`config.mk`:
```
export PLATFORM = sky130hd
export DESIGN_NAME = alu_op_sequencer
export DESIGN_NICKNAME = d
export VERILOG_FILES = /design/src/rtl/alu_op_sequencer.sv
export SDC_FILE = /design/constraint.sdc
export NUM_CORES = 1
export LEC_CHECK = 0
export ABC_AREA = 1
export BUFFER_PORTS_ARGS = -buffer_cell sky130_fd_sc_hd__buf_2
export CAP_MARGIN = 10
export CORE_ASPECT_RATIO = 0.7
export CORE_MARGIN = 1.5
export CORE_UTILIZATION = 46
export DETAILED_ROUTE_END_ITERATION = 6
export GPL_ROUTABILITY_DRIVEN = 0
export PLACE_DENSITY = 0.74
export REMOVE_ABC_BUFFERS = 1
export SYNTH_ARGS = -nofsm -noshare
export SYNTH_HDL_FRONTEND = slang
export SYNTH_SLANG_ARGS = --single-unit
```
`constraint.sdc`:
```
create_clock -name clk -period 2 [get_ports clk]
set_clock_uncertainty 0.2 [all_clocks]
set_input_delay 0.4 -clock clk [delete_from_list [all_inputs] [get_ports clk]]
set_output_delay 0.4 -clock clk [all_outputs]
set_load 0.03 [all_outputs]
```
`src/rtl/alu_op_sequencer.sv`:
```
// Self-timed initiator for the 8-bit ALU port: sweeps the selected function codes in ascending order
// and streams W/c/z results over a valid/ready channel. Optional result statistics: ALU_SEQ_STATS_EN.
//
// state    | meaning
// IDLE     | waiting for a command, cmd_ready high
// SETTLE   | alu_f/alu_a/alu_b driven, counting down the settle time
// RESP     | result held on res_* until the consumer takes it
// FINISH   | one-cycle done pulse, then back to IDLE
module alu_op_sequencer #(
  parameter int SETTLE_CYCLES = 1
) (
  input  logic       clk,
  input  logic       rst_n,
  input  logic       cmd_valid,
  output logic       cmd_ready,
  input  logic [7:0] cmd_a,
  input  logic [7:0] cmd_b,
  input  logic [7:0] cmd_mask,
  output logic [7:0] alu_a,
  output logic [7:0] alu_b,
  output logic [2:0] alu_f,
  input  logic [7:0] alu_w,
  input  logic       alu_c,
  input  logic       alu_z,
  output logic       res_valid,
  input  logic       res_ready,
  output logic [2:0] res_f,
  output logic [7:0] res_w,
  output logic       res_c,
  output logic       res_z,
  output logic       res_last,
  output logic       busy,
  output logic       done
`ifdef ALU_SEQ_STATS_EN
  ,
  output logic [7:0] stat_zero_cnt,
  output logic [7:0] stat_carry_cnt
`endif
);

  localparam logic [1:0] S_IDLE   = 2'd0;
  localparam logic [1:0] S_SETTLE = 2'd1;
  localparam logic [1:0] S_RESP   = 2'd2;
  localparam logic [1:0] S_FINISH = 2'd3;

  localparam logic [3:0] SETTLE_LOAD = 4'(SETTLE_CYCLES);

  logic [1:0] state;
  logic [7:0] mask_r;
  logic [3:0] cnt;
  logic       accept;
  logic       res_hs;

  function automatic logic [2:0] lowest_bit(input logic [7:0] m);
    lowest_bit = 3'd0;
    for (int i = 7; i >= 0; i--) begin
      if (m[i]) lowest_bit = 3'(i);
    end
  endfunction

  assign cmd_ready = (state == S_IDLE);
  assign busy      = (state != S_IDLE);
  assign done      = (state == S_FINISH);
  assign accept    = (state == S_IDLE) && cmd_valid;
  assign res_hs    = (state == S_RESP) && res_valid && res_ready;

  // m & (m - 1) drops the lowest set bit, i.e. the code just issued
  always_ff @(posedge clk or negedge rst_n) begin
    if (!rst_n) begin
      state     <= S_IDLE;
      mask_r    <= 8'd0;
      cnt       <= 4'd0;
      alu_a     <= 8'd0;
      alu_b     <= 8'd0;
      alu_f     <= 3'd0;
      res_valid <= 1'b0;
      res_f     <= 3'd0;
      res_w     <= 8'd0;
      res_c     <= 1'b0;
      res_z     <= 1'b0;
      res_last  <= 1'b0;
    end else begin
      case (state)
        S_IDLE: begin
          if (cmd_valid) begin
            alu_a <= cmd_a;
            alu_b <= cmd_b;
            if (cmd_mask == 8'd0) begin
              mask_r <= 8'd0;
              state  <= S_FINISH;
            end else begin
              alu_f  <= lowest_bit(cmd_mask);
              mask_r <= cmd_mask & (cmd_mask - 8'd1);
              cnt    <= SETTLE_LOAD;
              state  <= S_SETTLE;
            end
          end
        end
        S_SETTLE: begin
          if (cnt == 4'd1) begin
            res_w     <= alu_w;
            res_c     <= alu_c;
            res_z     <= alu_z;
            res_f     <= alu_f;
            res_last  <= (mask_r == 8'd0);
            res_valid <= 1'b1;
            cnt       <= 4'd0;
            state     <= S_RESP;
          end else begin
            cnt <= cnt - 4'd1;
          end
        end
        S_RESP: begin
          if (res_ready) begin
            res_valid <= 1'b0;
            if (mask_r == 8'd0) begin
              state <= S_FINISH;
            end else begin
              alu_f  <= lowest_bit(mask_r);
              mask_r <= mask_r & (mask_r - 8'd1);
              cnt    <= SETTLE_LOAD;
              state  <= S_SETTLE;
            end
          end
        end
        default: state <= S_IDLE;
      endcase
    end
  end

`ifdef ALU_SEQ_STATS_EN
  always_ff @(posedge clk or negedge rst_n) begin
    if (!rst_n) begin
      stat_zero_cnt  <= 8'd0;
      stat_carry_cnt <= 8'd0;
    end else if (accept) begin
      stat_zero_cnt  <= 8'd0;
      stat_carry_cnt <= 8'd0;
    end else if (res_hs) begin
      if (res_z && (stat_zero_cnt != 8'hFF))  stat_zero_cnt  <= stat_zero_cnt + 8'd1;
      if (res_c && (stat_carry_cnt != 8'hFF)) stat_carry_cnt <= stat_carry_cnt + 8'd1;
    end
  end
`else
  logic unused_hs;
  assign unused_hs = accept ^ res_hs;
`endif

endmodule

```
Yosys cells after proc, flatten, opt, wreduce, memory -nomap -nowiden
Cells that the tools add are included.
{"block": "word_totals", "out_inout_bits": 37, "register_bits": 48, "inputBits": 38}
{"block": "classes", "bitwise": 2, "reduce_logical": 14, "addsub": 3, "n_eq_ne": 9, "n_mux": 41}
{"op": "$mux W3", "count": 20}
{"op": "$mux W8", "count": 4}
{"op": "$mux W4", "count": 5}
{"op": "$and A8 B8 Y8", "count": 2}
{"op": "$logic_not A8 Y1", "count": 2}
{"op": "$pmux W8 S2", "count": 1}
{"op": "$sub A8 B1 Y8 const B", "count": 2}
{"op": "$pmux W4 S3", "count": 1}
{"op": "$mux W2", "count": 5}
{"op": "$ne A2 B2 Y1 const B", "count": 5}
{"op": "$reduce_and A5 Y1", "count": 2}
{"op": "$pmux W2 S3", "count": 1}
{"op": "$pmux W3 S2", "count": 1}
{"op": "$reduce_and A3 Y1", "count": 2}
{"op": "$reduce_bool A2 Y1", "count": 3}
{"op": "$eq A2 B2 Y1 const B", "count": 2}
{"op": "$eq A4 B1 Y1 const B", "count": 1}
{"op": "$reduce_and A2 Y1", "count": 2}
{"op": "$reduce_and A4 Y1", "count": 1}
{"op": "$sub A4 B1 Y4 const B", "count": 1}
{"op": "$reduce_bool A3 Y1", "count": 1}
{"op": "$eq A2 B1 Y1 const B", "count": 1}
{"op": "$logic_not A2 Y1", "count": 1}
{"op": "$mux W1", "count": 2}
{"op": "$pmux W1 S2", "count": 1}

Depth between registers and ports, before layout
{"block": "logic_depth", "word_depth": 11, "ltp_mapped": 11, "mapped_depth_nobuf": 11}

Worst setup path after synthesis
OpenSTA, ideal clock, no wires.
{"block": "synth_path", "kind": "register -> register", "start": "register state[0]", "end": "register mask_r[2]", "slack_ps": -37, "required_time_ps": 1677, "stages_incl_launch_ff": 8, "arrival_time_ps": 1714, "setup_time_ps": 123, "synth_period_minus_slack_ps": 2037, "cell_sequence": "dfrtp_1 -> nor2_1 -> inv_2 -> nor2_4 -> buf_4 -> o21ai_0 -> o21ai_0 -> a21oi_1"}
{"block": "synth_via", "elab_chain_len": 3, "word_cells_on_any_way": 8, "cone_classes": "4 x eq/ne; 1 x mux; 3 x reduce/logical"}
{"element": "start, declared", "line_no": "48", "source": "logic [1:0] state;"}
{"element": "start signal, assigned", "line_no": "70", "source": "state <= S_IDLE;"}
{"element": "start signal, assigned", "line_no": "90", "source": "state <= S_FINISH;"}
{"element": "start signal, assigned", "line_no": "95", "source": "state <= S_SETTLE;"}
{"element": "$logic_not A2 Y1 *"}
{"element": "net cmd_ready", "line_no": "15", "source": "output logic cmd_ready,"}
{"element": "$ne A2 B2 Y1 (no line) or $reduce_bool A2 Y1 (tied branches)"}
{"element": "$reduce_and A4 Y1 (no line)"}
{"element": "end signal, assigned", "line_no": "93", "source": "mask_r <= cmd_mask & (cmd_mask - 8'd1);"}
{"element": "end signal, assigned", "line_no": "120", "source": "mask_r <= mask_r & (mask_r - 8'd1);"}
{"element": "end, declared", "line_no": "49", "source": "logic [7:0] mask_r;"}
Mark *: on every way through the listed nets, which the timed path passes. The rest lies on a longest branch.
A chain may end at the register's enable or synchronous reset.

Worst setup path after layout
{"block": "layout_path", "start": "register state[0]", "end": "output port busy"}
{"block": "layout_via", "elab_chain_len": 1}
{"element": "$reduce_bool A2 Y1", "line_no": "62", "source": "assign busy = (state != S_IDLE);"}
{"element": "end, declared", "line_no": "32", "source": "output logic busy,"}
Every way passes these cells.

==> metrics.txt <==
# TYPE chip_impl_metric gauge
chip_impl_info{name="outcome",value="finished, final reports clean"} 1
chip_impl_metric{name="peakVddDrop",unit="V"} 0.000770
chip_impl_info{name="clk_root_buffer_cell",value="sky130_fd_sc_hd__clkbuf_8"} 1
chip_impl_metric{name="power.share.combinational",unit="%"} 55.1
chip_impl_info{name="clock_tree_from_tritoncts",value="built"} 1
chip_impl_metric{name="diode_insertion_count_for_antenna_repair",unit=""} 0
chip_impl_metric{name="ys_ff_latch",unit=""} 47
chip_impl_metric{name="timing.final.max_slew_violations",unit=""} 0
chip_impl_metric{name="r2r_cells",unit=""} 7
chip_impl_metric{name="worstPathRequired",unit="ns"} 1.40
chip_impl_info{name="rsz0062_at_grt",value="no"} 1
chip_impl_metric{name="detailedRoute.firstIterationViolations",unit=""} 85
chip_impl_metric{name="clk_pin_slew_worst_paths",unit="ns"} 0.09
chip_impl_metric{name="relSlewSlack",unit="%"} 79.8
chip_impl_metric{name="pwr_density_cell",unit="nW/um2"} 1730
chip_impl_metric{name="globalRouteOverflowTotal",unit=""} 0
chip_impl_metric{name="fillers",unit=""} 445
chip_impl_metric{name="route.final.wire_length",unit="um"} 5220
chip_impl_metric{name="post_synthesis_to_final_layout_area_growth",unit="%"} 24.3
chip_impl_metric{name="fin_tns_setup",unit="ns"} 0
chip_impl_metric{name="cts_setup_buffers",unit=""} 0
chip_impl_metric{name="yosys_warnings",unit=""} 0
chip_impl_metric{name="maximum_number_of_pins_on_one_net_before_global_route_repair",unit=""} 48
chip_impl_metric{name="dieArea",unit="um2"} 5410
chip_impl_metric{name="sequential_share_of_power",unit="%"} 33.6
chip_impl_metric{name="syn-instance-count",unit=""} 294
chip_impl_info{name="critPathCaptureType",value="output port"} 1
chip_impl_metric{name="detail_route.drc_violations",unit=""} 0
chip_impl_info{name="cell_by_cell_trace_of_the_critical_path",value="nor2_2 -> inv_2 -> buf_2"} 1
chip_impl_metric{name="hold_viol_final",unit=""} 0
chip_impl_metric{name="viasPerCell",unit=""} 4.67
chip_impl_metric{name="tritoncts.num_buffers",unit=""} 5
chip_impl_info{name="crit-reg2reg-launch",value="state[0]$_DFFE_PN0P_"} 1
chip_impl_metric{name="grt_pass1_wl",unit="um"} 8090
chip_impl_metric{name="die_w",unit="um"} 87.3
chip_impl_metric{name="static-leakage-power",unit="uW"} 0.00165
chip_impl_metric{name="finalSetupViolations",unit=""} 0
chip_impl_metric{name="p_clk_share",unit="%"} 11.2
chip_impl_metric{name="sequential_element_share_of_the_synthesized_area",unit="%"} 51.5
chip_impl_info{name="endpoint",value="busy"} 1
chip_impl_metric{name="timing.hold.ws",unit="ns"} 0.0927
chip_impl_metric{name="drv.max_cap_violation_count",unit=""} 0
chip_impl_metric{name="worst-r2r-setup-slack",unit="ns"} 0.23
chip_impl_metric{name="post_route_cells_drive_above_1_share",unit="%"} 29.1
chip_impl_metric{name="final_period_minus_worst_setup_slack",unit="ns"} 1.85
chip_impl_metric{name="clock_tree.buffer_depth",unit=""} 2
chip_impl_metric{name="nNetsFinal",unit=""} 415
chip_impl_metric{name="clock.fmax",unit="MHz"} 542
chip_impl_metric{name="critical_path.max_fanout",unit=""} 5
chip_impl_metric{name="dieHeight",unit="um"} 62.0
chip_impl_info{name="worstSetupPathType",value="flop to output port"} 1
chip_impl_metric{name="timing_worst_slew_pin_value",unit="ns"} 0.302
chip_impl_metric{name="port-buffer-count",unit=""} 74
chip_impl_metric{name="grt_antenna_before_repair",unit=""} 0
chip_impl_metric{name="htreeDepth",unit=""} 2
chip_impl_info{name="source_of_the_critical_timing_path",value="state[0]$_DFFE_PN0P_"} 1
chip_impl_metric{name="net-switching-power",unit="uW"} 2500
chip_impl_metric{name="vias",unit=""} 2072
chip_impl_metric{name="clkSinkCount",unit=""} 47
chip_impl_metric{name="internal_power",unit="uW"} 2420
chip_impl_metric{name="hpwlAfterDp",unit="um"} 3820
chip_impl_metric{name="final_antenna_net_count",unit=""} 0
chip_impl_metric{name="grt_overall_usage",unit="%"} 20.1
chip_impl_metric{name="initial_core_utilization",unit="%"} 47.8
chip_impl_metric{name="coreArea",unit="um2"} 4780
chip_impl_metric{name="grt_pass1_vias",unit=""} 1807
chip_impl_metric{name="yosys.cell_types.count",unit=""} 27
chip_impl_metric{name="switching_part_of_the_total",unit="%"} 50.8
chip_impl_info{name="layout.cells.most_common",value="sky130_fd_sc_hd__nand2_1"} 1
chip_impl_metric{name="fp-row-count",unit=""} 21
chip_impl_metric{name="critical-path-max-stage-delay",unit="ns"} 0.47
chip_impl_info{name="hold_path.class",value="input pin to flop"} 1
chip_impl_info{name="cp_slowest_cell",value="sky130_fd_sc_hd__dfrtp_1"} 1
chip_impl_info{name="layout.cells.most_common_list",value="sky130_fd_sc_hd__nand2_1, sky130_fd_sc_hd__buf_2, sky130_fd_sc_hd__dfrtp_1"} 1
chip_impl_metric{name="routed_wire_length_per_instance",unit="um"} 11.8
chip_impl_metric{name="crit_arrival",unit="ns"} 1.25
chip_impl_metric{name="detailedRoute.firstPassIterationCount",unit=""} 4
chip_impl_info{name="r2r-end",value="mask_r[4]$_DFFE_PN0P_"} 1
chip_impl_metric{name="clock_insertion_delay_at_the_later_pin_of_the_skew_report",unit="ns"} 0.30
chip_impl_metric{name="mappedNetlistArea",unit="um2"} 2290
chip_impl_info{name="worstSetupStartpointType",value="flop"} 1
chip_impl_metric{name="design.portCount",unit=""} 75
chip_impl_metric{name="synth_area_per_cell",unit="um2"} 7.78
chip_impl_metric{name="final_min_period_over_clock_period",unit="%"} 92.3
-- how the worst min path moves through the flow --
stage,from,to,cells after the start
2_1_floorplan,rst_n,alu_a[0]$_DFFE_PN0P_,0
3_3_place_gp,rst_n,res_w[2]$_DFFE_PN0P_,2
3_5_place_dp,rst_n,res_w[2]$_DFFE_PN0P_,2
4_1_cts,cmd_b[1],alu_b[1]$_DFFE_PN0P_,3
5_1_grt,cmd_b[1],alu_b[1]$_DFFE_PN0P_,3
6_report,cmd_b[1],alu_b[1]$_DFFE_PN0P_,3
-- through the flow --
step	worst slack, ns	area (um2)	power (uW)	instances	util, %
6_report	0.153	2840	4920	444	59.4
5_1_grt	0.0864	2840	5320	444	59.4
4_1_cts	0.0593	2840	4930	444	59.4
3_5_place_dp	0.217	2750	4370	436	57.4
3_3_place_gp	0.291	2750	4300	436	57.4
2_1_floorplan	-0.214	2250	3570	289	-
-- synth_stat cells --
library cell / number / area (um2)
sky130_fd_sc_hd__o22ai_1: 2 / 12.5
sky130_fd_sc_hd__buf_2: 1 / 5.00
sky130_fd_sc_hd__nand4_2: 1 / 12.5
sky130_fd_sc_hd__nand2_1: 135 / 507
sky130_fd_sc_hd__o21ai_1: 9 / 45.0
sky130_fd_sc_hd__buf_4: 3 / 22.5
sky130_fd_sc_hd__xor2_1: 2 / 17.5
sky130_fd_sc_hd__a21oi_1: 4 / 20.0
sky130_fd_sc_hd__nand3_2: 1 / 10.0
sky130_fd_sc_hd__buf_6: 1 / 11.3
sky130_fd_sc_hd__inv_4: 1 / 6.26
sky130_fd_sc_hd__nor2_4: 4 / 45.0
sky130_fd_sc_hd__dfrtp_1: 47 / 1180
sky130_fd_sc_hd__nor2_2: 3 / 18.8
sky130_fd_sc_hd__nand2_2: 2 / 12.5
sky130_fd_sc_hd__a21boi_0: 1 / 7.51
sky130_fd_sc_hd__inv_2: 8 / 30.0
sky130_fd_sc_hd__inv_1: 25 / 93.8
sky130_fd_sc_hd__o31ai_1: 1 / 7.51
sky130_fd_sc_hd__nand3b_1: 1 / 7.51
sky130_fd_sc_hd__o21ai_2: 1 / 8.76
sky130_fd_sc_hd__nand2_4: 1 / 11.3
sky130_fd_sc_hd__o21ai_0: 8 / 40.0
sky130_fd_sc_hd__nor2_1: 15 / 56.3
sky130_fd_sc_hd__ha_1: 2 / 25.0
sky130_fd_sc_hd__nand3_1: 14 / 70.1
sky130_fd_sc_hd__or2_2: 1 / 6.26
-- layer usage --
metal	GRT usage, %	routed length, um
met1	29.0	2660
met2	29.9	2130
met3	5.28	387
met4	6.58	51
met5	0	0
-- worst max-delay path, delay by kind of cell (launching register included) --
kind | cells | cell delay (ns)
buffers and inverters | 2 | 0.26
AND/OR/NAND/NOR | 1 | 0.21
flip-flops | 1 | 0.47
-- state kept, by name, summed over array words and instances (netlist names) --
register   count
alu_a          8
alu_b          8
alu_f          3
cnt            4
mask_r         7
res_c          1
res_f          3
res_last       1
res_valid      1
res_w          8
res_z          1
state          2
-- power groups by stage --
stage / clock network (uW) / registers (uW) / logic, uW
floorplan: 0 / 2280 / 1300
global placement: 0 / 1660 / 2640
detailed placement: 0 / 1670 / 2700
CTS: 567 / 1650 / 2720
global route: 602 / 1720 / 3000
finish: 552 / 1650 / 2710
-- cell type report --
type | instances | area [um2] | share of cell area (%)
flip-flops and latches | 47 | 1180 | 41.4
repair buffers | 79 | 423 | 14.9
clock inverters | 2 | 13.8 | 0.484
multi-input cells | 208 | 943 | 33.2
clock buffers | 5 | 68.8 | 2.42
well taps | 69 | 86.3 | 3.04
inverters | 34 | 130 | 4.58
-- cells by family (layout without fill, tap and decap cells) --
family / Yosys count / in the layout / share of synthesized area [%]
and+or+nand+nor: 178 / 178 / 33.1
DFF: 47 / 47 / 51.5
buffers and inverters: 39 / 120 / 7.39
AOI/OAI and AO/OA: 26 / 26 / 6.19
adders and majority gates: 2 / 2 / 1.09
xor gates and xnor gates: 2 / 2 / 0.766
-- timing repair --
| item | CTS | global route |
|---|---|---|
| hold endpoints to repair | 47 | 0 |
| setup endpoints to repair | 0 | 1 |
| hold buffers | 1 | 0 |
| resized for setup | 0 | 1 |
Note: power is estimated with default switching activity, not from simulation.
